==> src/rtl/mc_control_unit.sv <==
// Moore control FSM for the multicycle MIPS datapath, with single-step gating
// and a retired-instruction counter for board debug.
module mc_control_unit #(
  parameter int CNT_W = 32
) (
  input  logic             clk,
  input  logic             rst,
  input  logic [5:0]       opcode,
  input  logic [5:0]       func,
  input  logic             zero,
  input  logic             step_mode,
  input  logic             step,
  output logic             PCEn,
  output logic             IorD,
  output logic             MemRead,
  output logic             MemWrite,
  output logic             MemtoReg,
  output logic             IRWrite,
  output logic             RegWrite,
  output logic             RegDst,
  output logic             ALUSrcA,
  output logic [1:0]       PCSource,
  output logic [1:0]       ALUSrcB,
  output logic [2:0]       ALUSel,
  output logic [3:0]       state,
  output logic             illegal,
  output logic [CNT_W-1:0] instr_cnt
);

  typedef enum logic [3:0] {
    S_FETCH  = 4'd0,
    S_DECODE = 4'd1,
    S_MEMADR = 4'd2,
    S_MEMRD  = 4'd3,
    S_MEMWB  = 4'd4,
    S_MEMWR  = 4'd5,
    S_EXEC   = 4'd6,
    S_ALUWB  = 4'd7,
    S_BRANCH = 4'd8,
    S_JUMP   = 4'd9,
    S_ADDIEX = 4'd10,
    S_ADDIWB = 4'd11
  } state_t;

  localparam logic [5:0] OP_RTYPE = 6'h00;
  localparam logic [5:0] OP_J     = 6'h02;
  localparam logic [5:0] OP_BEQ   = 6'h04;
  localparam logic [5:0] OP_ADDI  = 6'h08;
  localparam logic [5:0] OP_LW    = 6'h23;
  localparam logic [5:0] OP_SW    = 6'h2B;

  localparam logic [2:0] ALU_AND = 3'b000;
  localparam logic [2:0] ALU_OR  = 3'b001;
  localparam logic [2:0] ALU_ADD = 3'b010;
  localparam logic [2:0] ALU_SUB = 3'b110;
  localparam logic [2:0] ALU_SLT = 3'b111;

  localparam logic [1:0] SRCB_REG = 2'd0;
  localparam logic [1:0] SRCB_ONE = 2'd1;
  localparam logic [1:0] SRCB_IMM = 2'd2;

  localparam logic [1:0] PC_ALU_RES = 2'd0;
  localparam logic [1:0] PC_ALU_OUT = 2'd1;
  localparam logic [1:0] PC_JUMP    = 2'd2;

  typedef struct packed {
    logic       pc_en;
    logic       i_or_d;
    logic       mem_read;
    logic       mem_write;
    logic       mem_to_reg;
    logic       ir_write;
    logic       reg_write;
    logic       reg_dst;
    logic       alu_src_a;
    logic [1:0] pc_source;
    logic [1:0] alu_src_b;
    logic [2:0] alu_sel;
    logic       illegal;
  } ctrl_t;

  // Returns {supported, alu_sel} for an R-type function field.
  function automatic logic [3:0] decode_func(input logic [5:0] f);
    case (f)
      6'h20:   decode_func = {1'b1, ALU_ADD};
      6'h22:   decode_func = {1'b1, ALU_SUB};
      6'h24:   decode_func = {1'b1, ALU_AND};
      6'h25:   decode_func = {1'b1, ALU_OR};
      6'h2A:   decode_func = {1'b1, ALU_SLT};
      default: decode_func = {1'b0, ALU_AND};
    endcase
  endfunction

  state_t     state_q, state_d;
  ctrl_t      ctrl;
  logic       step_q;
  logic       step_edge;
  logic       retire;
  logic [3:0] func_dec;

  assign step_edge = step & ~step_q;
  assign func_dec  = decode_func(func);

  always_comb begin
    // NOTE: every signal gets a default before the case so no path infers a latch.
    state_d = state_q;
    ctrl    = '0;
    retire  = 1'b0;

    case (state_q)
      S_FETCH: begin
        // In single-step mode, FETCH idles with all strobes low until a fresh press.
        if (!step_mode || step_edge) begin
          ctrl.mem_read  = 1'b1;
          ctrl.ir_write  = 1'b1;
          ctrl.pc_en     = 1'b1;
          ctrl.alu_src_b = SRCB_ONE;
          ctrl.alu_sel   = ALU_ADD;
          ctrl.pc_source = PC_ALU_RES;
          state_d        = S_DECODE;
        end
      end

      S_DECODE: begin
        ctrl.alu_src_b = SRCB_IMM;
        ctrl.alu_sel   = ALU_ADD;
        case (opcode)
          OP_LW, OP_SW: state_d = S_MEMADR;
          OP_RTYPE:     state_d = S_EXEC;
          OP_BEQ:       state_d = S_BRANCH;
          OP_J:         state_d = S_JUMP;
          OP_ADDI:      state_d = S_ADDIEX;
          default: begin
            ctrl.illegal = 1'b1;
            state_d      = S_FETCH;
          end
        endcase
      end

      S_MEMADR: begin
        ctrl.alu_src_a = 1'b1;
        ctrl.alu_src_b = SRCB_IMM;
        ctrl.alu_sel   = ALU_ADD;
        state_d        = (opcode == OP_LW) ? S_MEMRD : S_MEMWR;
      end

      S_MEMRD: begin
        ctrl.mem_read = 1'b1;
        ctrl.i_or_d   = 1'b1;
        state_d       = S_MEMWB;
      end

      S_MEMWB: begin
        ctrl.reg_write  = 1'b1;
        ctrl.mem_to_reg = 1'b1;
        retire          = 1'b1;
        state_d         = S_FETCH;
      end

      S_MEMWR: begin
        ctrl.mem_write = 1'b1;
        ctrl.i_or_d    = 1'b1;
        retire         = 1'b1;
        state_d        = S_FETCH;
      end

      S_EXEC: begin
        ctrl.alu_src_a = 1'b1;
        ctrl.alu_src_b = SRCB_REG;
        ctrl.alu_sel   = func_dec[2:0];
        if (func_dec[3]) begin
          state_d = S_ALUWB;
        end else begin
          ctrl.illegal = 1'b1;
          state_d      = S_FETCH;
        end
      end

      S_ALUWB: begin
        ctrl.reg_write = 1'b1;
        ctrl.reg_dst   = 1'b1;
        retire         = 1'b1;
        state_d        = S_FETCH;
      end

      S_BRANCH: begin
        ctrl.alu_src_a = 1'b1;
        ctrl.alu_src_b = SRCB_REG;
        ctrl.alu_sel   = ALU_SUB;
        ctrl.pc_source = PC_ALU_OUT;
        ctrl.pc_en     = zero;
        retire         = 1'b1;
        state_d        = S_FETCH;
      end

      S_JUMP: begin
        ctrl.pc_source = PC_JUMP;
        ctrl.pc_en     = 1'b1;
        retire         = 1'b1;
        state_d        = S_FETCH;
      end

      S_ADDIEX: begin
        ctrl.alu_src_a = 1'b1;
        ctrl.alu_src_b = SRCB_IMM;
        ctrl.alu_sel   = ALU_ADD;
        state_d        = S_ADDIWB;
      end

      S_ADDIWB: begin
        ctrl.reg_write = 1'b1;
        retire         = 1'b1;
        state_d        = S_FETCH;
      end

      default: state_d = S_FETCH;
    endcase

    // Reset kills any write the aborted instruction would have issued.
    if (rst) begin
      ctrl   = '0;
      retire = 1'b0;
    end
  end

  always_ff @(posedge clk) begin
    // NOTE: sequential state uses <= so every register samples pre-edge values.
    if (rst) begin
      state_q   <= S_FETCH;
      step_q    <= 1'b0;
      instr_cnt <= '0;
    end else begin
      state_q <= state_d;
      step_q  <= step;
      if (retire) instr_cnt <= instr_cnt + CNT_W'(1);
    end
  end

  assign state     = state_q;
  assign PCEn      = ctrl.pc_en;
  assign IorD      = ctrl.i_or_d;
  assign MemRead   = ctrl.mem_read;
  assign MemWrite  = ctrl.mem_write;
  assign MemtoReg  = ctrl.mem_to_reg;
  assign IRWrite   = ctrl.ir_write;
  assign RegWrite  = ctrl.reg_write;
  assign RegDst    = ctrl.reg_dst;
  assign ALUSrcA   = ctrl.alu_src_a;
  assign PCSource  = ctrl.pc_source;
  assign ALUSrcB   = ctrl.alu_src_b;
  assign ALUSel    = ctrl.alu_sel;
  assign illegal   = ctrl.illegal;

endmodule

==> config.mk <==
export PLATFORM = sky130hd
export DESIGN_NAME = mc_control_unit
export DESIGN_NICKNAME = d
export VERILOG_FILES = /design/src/rtl/mc_control_unit.sv
export SDC_FILE = /design/constraint.sdc
export NUM_CORES = 1
export LEC_CHECK = 0
export CAP_MARGIN = 25
export CORE_MARGIN = 3
export CORE_UTILIZATION = 49
export CTS_CLUSTER_DIAMETER = 50
export DETAILED_ROUTE_END_ITERATION = 7
export PLACE_DENSITY = 0.85
export SLEW_MARGIN = 20
export SYNTH_ARGS = -nofsm -noshare
export SYNTH_HDL_FRONTEND = slang
export SYNTH_SLANG_ARGS = --single-unit
==> constraint.sdc <==
create_clock -name clk -period 2.9 [get_ports clk]
set_input_delay 0.58 -clock clk [delete_from_list [all_inputs] [get_ports clk]]
set_output_delay 0.58 -clock clk [all_outputs]
set_load 0.05 [all_outputs]
; After elaboration in Yosys (flattened, before gate mapping)
; Cells that the tools add are included.
[totals]
mem_bits_ro = 0
n_memories = 0
latchBits = 0
ff_bits = 37
word_cells = 64
input_bits = 17
mem_bits_rw = 0
[op_classes]
n_mul = 0
magnitude_cmp = 0
bitwise_logic = 2
n_div = 0
add_sub_neg = 1
n_mux = 25
shifts = 0
eq_ne = 22
reduce_logical = 11
[ops]
columns = op, n
row1 = "== test 6 bit, second input constant", 7
row2 = one-hot mux 4 bit (5 select lines), 2
row3 = "adder 32 x 1 -> 32 bit, second input constant", 1
row4 = one-hot mux 4 bit (6 select lines), 1
row5 = one-hot mux 5 bit (4 select lines), 1
row6 = two-way mux 17 bit, 1
row7 = "== test 4 x 3 -> 1 bit, second input constant", 4
row8 = "== test 4 bit, second input constant", 4
row9 = two-way mux 1 bit, 12
row10 = OR reduction 6 bit, 2
row11 = "== test 4 x 2 -> 1 bit, second input constant", 2
row12 = two-way mux 4 bit, 2
row13 = "== test 6 x 2 -> 1 bit, second input constant", 1
row14 = "== test 6 x 3 -> 1 bit, second input constant", 1
row15 = "== test 6 x 4 -> 1 bit, second input constant", 1
row16 = logical NOT 6 bit, 1
row17 = two-way mux 3 bit, 2
row18 = one-hot mux 2 bit (3 select lines), 1
row19 = OR reduction 3 bit, 2
row20 = "== test 4 x 1 -> 1 bit, second input constant", 1
row21 = logical NOT 4 bit, 1
row22 = one-hot mux 1 bit (2 select lines), 2
row23 = OR reduction 2 bit, 2
row24 = OR reduction 4 bit, 1
row25 = other kinds (6), 6

; Longest topological paths before layout
[depth]
depth_word = 6
ltp_mapped = 7
depth_no_buf = 5

; Least setup slack after synthesis
; No wires, ideal clock.
[synth_path]
path_kind = reg2out
start = register state_q[1] (netlist: state[1])
end = output ALUSrcA
stages_incl_launch_ff = 4
t_arrival_ps = 3529
t_required_ps = 2320
slack_ps = -1209
path_cell_list = dfxtp_1 clkbuf_1 nor2_1 a2111oi_0
[synth_via]
elab_chain_cells = 4
word_cells_on_any_way = 7
cone_classes = eq/ne: 4 / mux: 2 / reduce/logical: 1
[synth_rtl]
columns = element, line
row1 = from (decl), 94  ; state_t state_q, state_d;
row2 = from (signal assigned), 233  ; state_q <= state_d;
row3 = == test 4 bit (tied with other cells), 110  ; case (state_q)
row4 = OR reduction 4 bit (no line) *, -
row5 = two-way mux 1 bit *, 110
row6 = two-way mux 17 bit *, 220  ; if (rst) begin
row7 = to (decl), 21  ; output logic ALUSrcA,
; Every way passes the cells marked *; elsewhere a longest branch is shown, timed or not.

; Worst setup path in the final report
[layout_path]
start = input step
end = output PCEn
[layout_via]
elab_chain_cells = 5
[layout_rtl]
columns = element, line
row1 = from (decl), 12  ; input logic step,
row2 = bitwise AND 1 bit, 101  ; assign step_edge = step & ~step_q;
row3 = logical OR 1 bit, 113  ; if (!step_mode || step_edge) begin
row4 = two-way mux 1 bit, 113
row5 = one-hot mux 1 bit (3 select lines), 110
row6 = two-way mux 17 bit, 220
row7 = to (decl), 13  ; output logic PCEn,
; No other way between the ends.

==> flow_metrics.py <==
metrics = {
    "outcome": {
        "status": "finished, final reports clean",
    },
    "timing": {
        "rsz0062_at_grt": "false",
        "fin_setup_tns_ns": 0,
        "finalWorstSetupSlack_ns": 0.2037,
        "slew_violations": 0,
        "fmax_mhz": 370.9,
        "skew_ns": 0.008049,
        "setup-violations-final": 0,
        "period_share": 0.9298,
        "whs_ns": 0.4940,
        "finalHoldViolations": 0,
        "worst_pin_slew_ns": 0.7207,
        "fin_crit_ns": 2.696,
        "slew-limit-headroom": 0.5151,
    },
    "route": {
        "drtAntennaViolNets": 0,
        "drc_errors": 0,
        "drt_pass1_iterations": 4,
        "met2_length_um": 2451,
        "wl_um": 5357,
        "drtIter0Drc": 157,
        "wire_per_inst_um": 13.91,
        "wl_met3_um": 321,
        "wl_met1_um": 2518,
        "avgViaCountPerCell": 5.522,
        "num_vias": 2126,
        "highest_layer": "met4",
    },
    "global_route": {
        "grt_pass1_wl_um": 9101,
        "grt_max_degree": 28,
        "gr-total-overflow": 0,
        "grt_pass1_vias": 1988,
        "antenna_found_initial": 0,
        "grt_usage": 0.2149,
    },
    "place": {
        "portBuffers": 69,
        "routabilityCongestion": 0.9235,
        "dp_slack_ns": 0.2092,
        "hpwl_um": 3959,
    },
    "hold_path": {
        "hold_start": "instr_cnt[31]$_SDFFE_PP0P_",
        "min_path_type": "reg -> reg",
    },
    "power": {
        "p_int_mw": 0.7408,
        "power.share.combinational": 0.149,
        "power.switching_mw": 0.2743,
        "p_clk_frac": 0.342,
        "p_sw_frac": 0.2702,
        "sequentialPowerShare": 0.509,
        "ir_drop_mv": 0.2647,
        "power_density_nw_per_um2": 337.1,
        "p_leak_nw": 1.023,
    },
    "clock_tree": {
        "postCtsSetupRepairBufs": 0,
        "post_cts_resized": 0,
        "cts_max_level": 2,
        "cts_made_buffers": 5,
        "clkSinkCount": 37,
        "root_buffer": "clkbuf_8",
        "cts_max_path_buffers": 2,
        "clk_latency_ns": 0.29,
        "clk_pin_slew_ns": 0.08,
        "cts_tree": "built",
        "hold_buffers": 0,
    },
    "finish": {
        "insertedDiodeCount": 0,
        "drive_above_1_share": 0.1157,
        "fin_nets": 354,
        "fillers": 283,
        "most-common-layout-cells": "51 x clkdlybuf4s50_1, 46 x nor2_1, 37 x dfxtp_1",
        "seq_area_um2": 740.7,
        "final_common_cell": "clkdlybuf4s50_1",
        "final_util": 0.7815,
        "area_growth_pct": 46.14,
        "multiInputGateArea_um2": 1271,
    },
    "synthesis": {
        "seq_area_frac_synth": 0.3594,
        "syn_avg_cell_area_um2": 7.689,
        "async_flop_share": 0,
        "ys.flop_type": "dfxtp_1",
        "ys_ff_latch": 37,
        "yosysWarningCount": 0,
        "synth_edf_count": 0,
        "synthesis.area_um2": 2061,
        "synthCells": 268,
        "syn_nets": 286,
        "synth_cell_types": 42,
    },
    "floorplan": {
        "num_rows": 22,
        "die-area_um2": 5020,
        "initial_core_util": 0.5347,
        "io_pins": 70,
        "fp.dieW_um": 70.85,
        "core_um2": 3854,
        "die_y_um": 70.85,
    },
    "job": {
        "drv_cap": 0,
    },
    "setup_path": {
        "path_class": "in -> out",
        "worstSetupStartpointType": "primary input",
        "endpoint_kind": "output port",
        "crit_arrival_ns": 2.12,
        "critPathLaunch": "step",
        "cp_max_fo": 3,
        "required_ns": 2.32,
        "worst_r2r_startpoint": "state[3]$_SDFFE_PP0P_",
    },
}
[power by group through the flow]
stage | logic (mW) | registers [mW] | clock network, mW
after CTS | 0.151 | 0.517 | 0.358
after detailed placement | 0.151 | 0.529 | 0
after floorplan | 0.0773 | 0.531 | 0
after global routing | 0.160 | 0.518 | 0.381
final | 0.151 | 0.517 | 0.347
after global placement | 0.149 | 0.529 | 0
[area by class of cell]
type | count | share of cell area
clock inverter | 3 | 0.005816
tap | 48 | 0.01994
clock buffer | 5 | 0.02285
timing repair buffer | 74 | 0.2759
sequential | 37 | 0.2459
multi-input combinational | 212 | 0.4221
inverter | 6 | 0.007478
[worst paths after layout]
check	to	depth (start not counted)	slack [ns]
hold / removal	instr_cnt[31]$_SDFFE_PP0P_	2	0.49
setup reg to reg	instr_cnt[7]$_SDFFE_PP0P_	5	0.72
setup / recovery	PCEn	7	0.20
hold reg to reg	instr_cnt[31]$_SDFFE_PP0P_	2	0.49
[cell usage after synthesis (all sizes together) (2+ instances only)]
| cell type | count | area (µm²) |
|---|---|---|
| a21oi | 15 | 75.07 |
| a31oi | 3 | 18.77 |
| and2 | 2 | 12.51 |
| and3 | 5 | 31.28 |
| and4 | 3 | 26.28 |
| buf | 6 | 28.78 |
| clkbuf | 7 | 26.28 |
| dfxtp | 37 | 740.7 |
| inv | 6 | 22.52 |
| mux2i | 2 | 20.02 |
| nand2 | 20 | 75.07 |
| nand2b | 4 | 25.02 |
| nand3 | 15 | 80.08 |
| nand3b | 4 | 30.03 |
| nand4 | 14 | 87.58 |
| nor2 | 46 | 172.7 |
| nor3 | 10 | 50.05 |
| nor4 | 5 | 46.29 |
| nor4b | 2 | 23.77 |
| o21ai | 13 | 65.06 |
| or3 | 9 | 56.30 |
| xnor2 | 8 | 70.07 |
| xor2 | 18 | 157.7 |
[critical path, cell delays in order]
cell and delay [ns]:
clkdlybuf4s50_1 0.45, inv_1 0.05, o21ai_0 0.31, nand2_1 0.16
nor2_1 0.25, a211o_1 0.18, buf_12 0.14
[layer usage]
layer / GRT usage / vias to the layer above
met5: 0 / -
met3: 0.04403 / 8
met2: 0.3502 / 66
met4: 0.06054 / 0
li1: - / 1082
met1: 0.2883 / 970
[kinds of logic after synthesis]
logic type	count (synthesis)	share of synthesized area
compound gates	40	0.1142
fa+ha+maj	1	0.006071
simple gates	143	0.3625
flops	37	0.3594
buf+inv	19	0.03765
mux	2	0.009715
xor+xnor	26	0.1105
[stage by stage]
stage                     cell area [µm²]  instances  power (mW)
after floorplan                      2090        268      0.6081
after global routing                 3012        385       1.058
after detailed placement             2925        377      0.6792
after CTS                            3012        385       1.025
after global placement               2925        377      0.6775
final                                3012        385       1.015
[sequential cells by signal (all words and copies together), names as in the netlist]
register and flops:
instr_cnt 32, state 4, step_q 1
No activity file was read; power rests on OpenSTA's default activity.
